## config.mk

```make
export PLATFORM = sky130hd
export DESIGN_NAME = instruction_fetch
export DESIGN_NICKNAME = d
export VERILOG_FILES = /design/src/rtl/fetch_pkg.sv /design/src/rtl/fetch_fifo.sv /design/src/rtl/instruction_fetch.sv
export SDC_FILE = /design/constraint.sdc
export NUM_CORES = 1
export LEC_CHECK = 0
export BUFFER_PORTS_ARGS = -buffer_cell sky130_fd_sc_hd__clkbuf_2
export CAP_MARGIN = 30
export CORE_ASPECT_RATIO = 2
export CORE_MARGIN = 2
export CORE_UTILIZATION = 59
export DETAILED_ROUTE_END_ITERATION = 10
export GPL_TIMING_DRIVEN = 0
export PLACE_DENSITY = 0.87
export SLEW_MARGIN = 20
export SYNTH_ARGS = -nofsm -noshare
export SYNTH_HDL_FRONTEND = slang
export SYNTH_SLANG_ARGS = --single-unit
```

## constraint.sdc

```tcl
create_clock -name clk -period 9.37 [get_ports clk]
set_clock_uncertainty 0.15 [all_clocks]
set_input_delay 1.4055 -clock clk [delete_from_list [all_inputs] [get_ports clk]]
set_output_delay 1.4055 -clock clk [all_outputs]
set_load 0.05 [all_outputs]
```

## src/rtl/fetch_pkg.sv

```systemverilog
// rtl/fetch_pkg.sv - shared types and field positions for the instruction fetch stage
package fetch_pkg;

    localparam int OPCODE_MSB    = 31;
    localparam int OPCODE_LSB    = 26;
    localparam int OPCODE_W      = 6;
    localparam int FETCH_ADDR_W  = 32;
    localparam int FETCH_INSTR_W = 32;

    typedef enum logic [2:0] {
        IDLE,
        REQ,
        WAIT,
        HOLD,
        DISCARD
    } fetch_state_t;

    typedef struct packed {
        logic [FETCH_INSTR_W-1:0] instr;
        logic [FETCH_ADDR_W-1:0]  pc;
    } fetch_entry_t;

endpackage

```

## src/rtl/fetch_fifo.sv

```systemverilog
// rtl/fetch_fifo.sv - small synchronous FIFO of fetched {instr, pc} entries with flush
module fetch_fifo
    import fetch_pkg::*;
#(
    parameter int DEPTH = 2,
    localparam int PTR_W = $clog2(DEPTH),
    localparam int CNT_W = PTR_W + 1
) (
    input  logic             clk,
    input  logic             rst_n,
    input  logic             push_i,
    input  fetch_entry_t     push_entry_i,
    input  logic             pop_i,
    input  logic             flush_i,
    output fetch_entry_t     head_o,
    output logic [CNT_W-1:0] count_o,
    output logic             full_o,
    output logic             empty_o
);

    fetch_entry_t     mem_q [DEPTH];
    logic [PTR_W-1:0] wr_ptr_q;
    logic [PTR_W-1:0] rd_ptr_q;
    logic [CNT_W-1:0] count_q;
    logic             do_push;
    logic             do_pop;

    assign full_o  = (count_q == CNT_W'(DEPTH));
    assign empty_o = (count_q == '0);
    assign count_o = count_q;
    assign head_o  = mem_q[rd_ptr_q];
    assign do_push = push_i && !full_o;
    assign do_pop  = pop_i && !empty_o;

    // Depth is a power of two, so pointers wrap naturally.
    always_ff @(posedge clk or negedge rst_n) begin
        if (!rst_n) begin
            wr_ptr_q <= '0;
            rd_ptr_q <= '0;
            count_q  <= '0;
        end else if (flush_i) begin
            wr_ptr_q <= '0;
            rd_ptr_q <= '0;
            count_q  <= '0;
        end else begin
            if (do_push) wr_ptr_q <= wr_ptr_q + PTR_W'(1);
            if (do_pop)  rd_ptr_q <= rd_ptr_q + PTR_W'(1);
            count_q <= count_q + CNT_W'(do_push) - CNT_W'(do_pop);
        end
    end

    always_ff @(posedge clk) begin
        if (do_push && !flush_i) mem_q[wr_ptr_q] <= push_entry_i;
        if (rst_n) assert (!(push_i && full_o));
    end

endmodule

```

## src/rtl/instruction_fetch.sv

```systemverilog
// rtl/instruction_fetch.sv - PC, instruction memory request FSM and decode-facing output buffer
module instruction_fetch
    import fetch_pkg::*;
#(
    parameter int                ADDR_W     = 32,
    parameter int                INSTR_W    = 32,
    parameter logic [ADDR_W-1:0] RESET_PC   = '0,
    parameter int                PC_STEP    = 4,
    parameter int                FIFO_DEPTH = 2
) (
    input  logic                clk,
    input  logic                rst_n,
    output logic                imem_req,
    output logic [ADDR_W-1:0]   imem_addr,
    input  logic                imem_gnt,
    input  logic                imem_rvalid,
    input  logic [INSTR_W-1:0]  imem_rdata,
    input  logic                redirect_valid,
    input  logic [ADDR_W-1:0]   redirect_target,
    output logic                if_valid,
    input  logic                if_ready,
    output logic [INSTR_W-1:0]  if_instr,
    output logic [ADDR_W-1:0]   if_pc,
    output logic [OPCODE_W-1:0] if_opcode
);

    localparam int CNT_W = $clog2(FIFO_DEPTH) + 1;

    fetch_state_t      state_q, state_d;
    logic [ADDR_W-1:0] pc_q, pc_d;
    logic [ADDR_W-1:0] req_pc_q, req_pc_d;
    fetch_entry_t      head;
    fetch_entry_t      push_entry;
    logic [CNT_W-1:0]  fifo_count;
    logic              fifo_full;
    logic              fifo_empty;
    logic              push;
    logic              pop;
    logic              gnt_ok;
    logic              space_after_push;

    assign if_valid   = !fifo_empty;
    assign pop        = if_valid && if_ready;
    assign if_instr   = if_valid ? head.instr : '0;
    assign if_pc      = if_valid ? head.pc : '0;
    assign if_opcode  = if_instr[OPCODE_MSB:OPCODE_LSB];
    assign imem_addr  = pc_q;
    assign imem_req   = (state_q == REQ) && !fifo_full;
    assign gnt_ok     = imem_req && imem_gnt;
    assign push_entry = '{instr: imem_rdata, pc: req_pc_q};

    // A returning word leaves room for another request only if the buffer is not left full.
    assign space_after_push = pop || (fifo_count < CNT_W'(FIFO_DEPTH - 1));

    always_comb begin
        state_d  = state_q;
        pc_d     = pc_q;
        req_pc_d = req_pc_q;
        push     = 1'b0;
        if (redirect_valid) begin
            pc_d = redirect_target;
            case (state_q)
                REQ:           state_d = gnt_ok ? DISCARD : REQ;
                WAIT, DISCARD: state_d = imem_rvalid ? REQ : DISCARD;
                default:       state_d = REQ;
            endcase
        end else begin
            case (state_q)
                IDLE: state_d = REQ;
                REQ: begin
                    if (gnt_ok) begin
                        pc_d     = pc_q + ADDR_W'(PC_STEP);
                        req_pc_d = pc_q;
                        state_d  = WAIT;
                    end else if (fifo_full) begin
                        state_d = HOLD;
                    end
                end
                WAIT: begin
                    if (imem_rvalid) begin
                        push    = 1'b1;
                        state_d = space_after_push ? REQ : HOLD;
                    end
                end
                HOLD:    if (!fifo_full || pop) state_d = REQ;
                DISCARD: if (imem_rvalid) state_d = REQ;
                default: state_d = IDLE;
            endcase
        end
    end

    always_ff @(posedge clk or negedge rst_n) begin
        if (!rst_n) begin
            state_q  <= IDLE;
            pc_q     <= RESET_PC;
            req_pc_q <= RESET_PC;
        end else begin
            state_q  <= state_d;
            pc_q     <= pc_d;
            req_pc_q <= req_pc_d;
        end
    end

    fetch_fifo #(
        .DEPTH(FIFO_DEPTH)
    ) u_fifo (
        .clk          (clk),
        .rst_n        (rst_n),
        .push_i       (push),
        .push_entry_i (push_entry),
        .pop_i        (pop),
        .flush_i      (redirect_valid),
        .head_o       (head),
        .count_o      (fifo_count),
        .full_o       (fifo_full),
        .empty_o      (fifo_empty)
    );

endmodule

```

=== Yosys cells after proc, flatten, opt, wreduce, memory -nomap -nowiden ===
Memories as Yosys holds them, arrays and structs flattened.
Cells that the tools add are included.

* Output and inout bits: 104
* RAM bits: 128
* Input bits: 70
* Memories kept: 1
* Word-level logic and storage cells: 70
* Bits in registers: 71

{| class="wikitable"
|+ Memory list
! memory !! depth !! bits a word !! rd ports !! clocked after memory_dff !! write ports !! line !! text
|-
| u_fifo.mem_q || 2 || 64 || 1 || 0 || 1 || fetch_fifo.sv:21 || <nowiki>fetch_entry_t mem_q [DEPTH];</nowiki>
|}

* Order comparisons: 1
* Reduce and logical (&&, ||, !) cells: 21
* $add $sub $neg: 5
* Muxes and demuxes: 26
* Bitwise logic cells: 1
* Equal/unequal tests: 9

{| class="wikitable"
|+ Operators by type and width
! cell !! count
|-
| $mux W32 || 5
|-
| $add A32 B3 Y32 const B || 1
|-
| $mux W3 || 8
|-
| $pmux W3 S5 || 1
|-
| $mux W1 || 9
|-
| $ne A3 B3 Y1 const B || 3
|-
| $reduce_bool A2 Y1 || 4
|-
| $eq A3 B2 Y1 const B || 2
|-
| $logic_and A1 B1 Y1 || 6
|-
| $pmux W3 S2 || 1
|-
| $mux W2 || 2
|-
| $ne A4 B3 Y1 const B || 1
|-
| $reduce_and A4 Y1 || 1
|-
| $eq A3 B1 Y1 const B || 1
|-
| $eq A3 B3 Y1 const B || 1
|-
| $logic_not A1 Y1 || 3
|-
| $logic_not A3 Y1 || 1
|-
| $reduce_and A3 Y1 || 1
|-
| $add A1 B1 Y1 const B || 2
|-
| $add A2 B1 Y2 || 1
|-
| $eq A2 B2 Y1 const B || 1
|-
| $logic_not A2 Y1 || 1
|-
| $logic_or A1 B1 Y1 || 2
|-
| $lt A2 B1 Y1 const B || 1
|-
| other kinds (4) || 4
|}

=== Longest topological paths before layout ===
* Word-level depth: 8
* Mapped depth: 9
* Mapped depth without buffers: 9

=== Hierarchy ===
A second synthesis with hierarchy kept.

* Cells, all modules: 597
* Area total of the unflattened synthesis: 8800.9 um2

{| class="wikitable"
|+ Modules (own cells, without submodules)
! module !! times used !! area each (um2) !! cells each !! sequential area each (um2)
|-
| fetch_fifo || 1 || 5074.9 || 222 || 3943.8
|-
| instruction_fetch || 1 || 3726.1 || 375 || 1676.6
|}

=== Worst setup path before layout ===
OpenSTA, ideal clock, no wires.

* Kind: input -> register
* Start point: in redirect_valid
* End point: mem u_fifo.mem_q[0][0] in the netlist's numbering, enable pin
* Library setup time: 0.495 ns
* Required time: 8.725 ns
* Buffers on the path: 1
* Path slack: 3.885 ns
* Stages: 3
* Arrival time: 4.840 ns
* Cells stage by stage: clkbuf_1 nor4b_2 nor2b_1

* Word-level cells in the longest chain between the ends: 5
* Elaborated cells between the ends (all ways): 6
* Those cells by class: mux (3); reduce/logical (3)

{| class="wikitable"
|+ Ends and longest elaborated chain
! what !! line !! text
|-
| start: declaration || instruction_fetch.sv:18 || <nowiki>input logic redirect_valid,</nowiki>
|-
| $mux W1 || instruction_fetch.sv:60 || <nowiki>if (redirect_valid) begin</nowiki>
|-
| $logic_and A1 B1 Y1 || fetch_fifo.sv:32 || <nowiki>assign do_push = push_i && !full_o;</nowiki>
|-
| $logic_and A1 B1 Y1 * || fetch_fifo.sv:53 || <nowiki>if (do_push && !flush_i) mem_q[wr_ptr_q] <= push_entry_i;</nowiki>
|-
| $mux W1 * || fetch_fifo.sv:53 ||
|-
| $mux W1 (implied by the code) * || fetch_fifo.sv:53 ||
|-
| end: declaration || fetch_fifo.sv:21 ||
|}

Mark *: on every way between the ends. The rest lies on a longest branch, timed or not.

=== Final worst setup path ===
* Start point: reg u_fifo.count_q[1], in the netlist u_fifo.count_o[1]
* End point: out if_pc[8]

* Word-level cells in the longest chain between the ends: 2

{| class="wikitable"
|+ Ends and longest elaborated chain
! what !! line !! text
|-
| start: declaration || fetch_fifo.sv:24 || <nowiki>logic [CNT_W-1:0] count_q;</nowiki>
|-
| start signal: assignment || fetch_fifo.sv:48 || <nowiki>count_q <= count_q + CNT_W'(do_push) - CNT_W'(do_pop);</nowiki>
|-
| $logic_not A2 Y1 || fetch_fifo.sv:29 || <nowiki>assign empty_o = (count_q == '0);</nowiki>
|-
| $mux W32 || instruction_fetch.sv:45 || <nowiki>assign if_pc = if_valid ? head.pc : '0;</nowiki>
|-
| end: declaration || instruction_fetch.sv:23 || <nowiki>output logic [ADDR_W-1:0] if_pc,</nowiki>
|}

Every way passes these cells.

==> run metrics <==
H-tree levels=4; worst skew pair latency=0.43 ns; Max VDD drop=0.1626 mV; WL final=18,220 µm; max frequency=240.9 MHz; Critical Path Sink Type=output port; Post-Synthesis Cells=591; startpoint types=flop; I/O pin cnt=174; sequential area share after synthesis=0.6780; Die X=87.82 µm; pre-CTS WS=5.664 ns; Clk pin slew, worst setup/hold paths=0.07 ns; worst reg2reg path depth=6; Layout Utilization=0.7281; syn_nets=664; antenna violations before repair=0; flops & latches, synth=199; hold_sp=req_pc_q[9]$_DFFE_PN0P_; DR vias=5,345; Slew headroom=0.4436; Slew Viols, Final=0; PD cells=300.3 nW/µm²; Setup violations, final=0; hpwl dp=13,290 µm; Final GP Congestion=0.8946; Synth async-reset ratio=0.3568; Layout area overhead=21.34%; fin crit share=0.4430; post-cts resize count=0; count of cell types in the netlist=44; internal reg-to-reg setup slack=6.48 ns; die area=15,070 µm²; Hold EP=u_fifo.mem_q[0][9]$_DFFE_PP_; vias in the first global route=5,482; CTS sink count=199; RSZ-0062 raised after global routing=no; Die Height=171.6 µm; largest net degree at the start of global routing=56; WHS Path Cells=0; synthesized area per cell=14.03 µm²; layout cells sized above 1=0.3004; clock root buffer=clkbuf_16; critical path class=reg2out; Post-CTS Setup Bufs=0; first-pass GRT wire length=27,710 µm; post-route setup TNS=0 ns; n_diodes=0; wire length per cell=18.45 µm; Multi-input gate area=2489 µm²; count of input and output buffers=172; Rows=61; TritonCTS clock tree=yes; Leak=0.003982 µW; vias per std cell=5.410; final setup margin=5.220 ns; Final Critical Period=4.150 ns; Overflow after GRT=0; Mapped Area=8289 µm²; Yosys warnings=0; FF+latch area=5620 µm²; hold buffers post-CTS=0; worst r2r src=state_q[2]$_DFFE_PN0P_; GRT Resource Usage Total=0.2483; number of synthesized flops with an enable pin=128; Least-Margin Pin Slew=0.8346 ns; Pre-antenna DRT Iters=4; antenna viol nets, final=0; Arr. time, crit path=2.59 ns; Area after DPL=9502 µm²; fin nets=859; CP required=7.81 ns; fill count=923; cell area after layout=10,060 µm²; Hold Path Class=reg2reg; Final Hold Violating Endpoints=0; Initial Util=0.6000; Core Box Area=13,810 µm²; starting DRC count in detailed routing=272; worst r2r dst=u_fifo.mem_q[0][55]$_DFFE_PP_; outcome=complete, no violations; cts bufs inserted=17; Worst Path Max Fanout=10; Worst Setup SP=u_fifo.count_o[1]$_DFF_PN0_; max-capacitance violation count=0; CTS max path bufs=2; ys flop type=edfxtp_1; DRC errors left=0
[where the power goes]
| group | switching, µW | total [µW] | internal, µW |
|---|---|---|---|
| clock network | 317 | 686 | 369 |
| registers | 97.1 | 1180 | 1090 |
| logic | 842 | 1150 | 309 |
| total | 1260 | 3020 | 1760 |
[cell families (layout without fill, tap and decap cells)]
kind of cell,Yosys count,count (layout),share of synthesized area
flops,199,199,0.6780
simple gates,178,178,0.1075
mux,104,104,0.1315
buf+inv,41,249,0.02294
compound gates,35,35,0.02279
xor+xnor,31,31,0.03275
fa+ha+maj,3,3,0.004529
[worst max-delay path, cell delays in order (launching register included)]
cell and delay (ns):
dfrtp_1 0.42, nor2_1 0.26, clkbuf_1 0.55, buf_1 0.51
nor2_1 0.14, clkbuf_2 0.27
[registers in the layout, indices dropped and copies added (netlist names)]
name / cells
state_q: 3
req_pc_q: 32
u_fifo.wr_ptr_q: 1
u_fifo.count_o: 2
u_fifo.rd_ptr_q: 1
imem_addr: 32
u_fifo.mem_q: 128
[routing by layer]
metal / vias up / global-route usage / wire [µm]
li1: 2516 / - / -
met1: 2614 / 0.2699 / 6468
met2: 182 / 0.4575 / 10440
met3: 33 / 0.04846 / 826
met4: 0 / 0.1043 / 493
met5: - / 0 / 0
[per-stage QoR]
stage	instances	total power, µW	hold WS, ns
after floorplan	591	2053	0.2866
after global placement	952	2306	0.2964
after detailed placement	956	2354	0.3044
after CTS	988	3040	0.3207
after global routing	988	3149	0.3339
final	988	3021	0.3216
[layout by cell type, fill, tap and decap left out, types with 4 or more instances in the layout]
cell type   instances
and3_1              4
and4_1              5
buf_1              12
buf_2               8
buf_4               7
clkbuf_1           10
clkbuf_16          17
clkbuf_2          171
clkinvlp_4          4
dfrtp_1            71
edfxtp_1          128
inv_1               6
mux2_1             28
mux2_2             11
mux2i_1            65
nand2_1            38
nand3_1            12
nand4_1            13
nor2_1             76
nor2b_1             4
o21ai_0            18
o21ai_1             9
xnor2_1            14
xor2_1             17
[cell usage after synthesis, types with 3 or more instances]
cell      instances  area (µm²)
edfxtp_1        128        3844
nor2_1           76       285.3
dfrtp_1          71        1777
mux2i_1          65       650.6
nand2_1          38       142.6
mux2_1           28       315.3
o21ai_0          18       90.09
xor2_1           17       148.9
xnor2_1          14       122.6
nand4_1          13       81.33
buf_1            12       45.04
nand3_1          12       60.06
mux2_2           11       123.9
o21ai_1           9       45.04
buf_2             8       40.04
clkbuf_1          8       30.03
buf_4             7       52.55
inv_1             6       22.52
and4_1            5       43.79
nor2b_1           5       31.28
and2_1            4       25.02
and3_1            4       25.02
ha_1              3       37.54
nor3_1            3       15.01
nor4_1            3       18.77
[how the worst max path moves through the flow]
stage,end,slack (ns),depth (start not counted)
2_1_floorplan,u_fifo.mem_q[0][0]$_DFFE_PP_,3.88,3
3_3_place_gp,u_fifo.mem_q[0][59]$_DFFE_PP_,2.64,3
3_5_place_dp,if_pc[8],5.66,5
4_1_cts,if_pc[8],5.14,5
5_1_grt,if_opcode[3],5.10,6
6_report,if_pc[8],5.22,5
[area by class of cell]
class / instances / share of cell area
Timing Repair Buffer: 176 / 0.09603
Sequential cell: 199 / 0.5588
Clock inverter: 13 / 0.01231
Multi-Input combinational cell: 351 / 0.2474
Inverter: 6 / 0.002239
Tap cell: 189 / 0.02351
Buffer: 35 / 0.01667
Clock buffer: 19 / 0.04304
(Power assumes the default switching activity.)
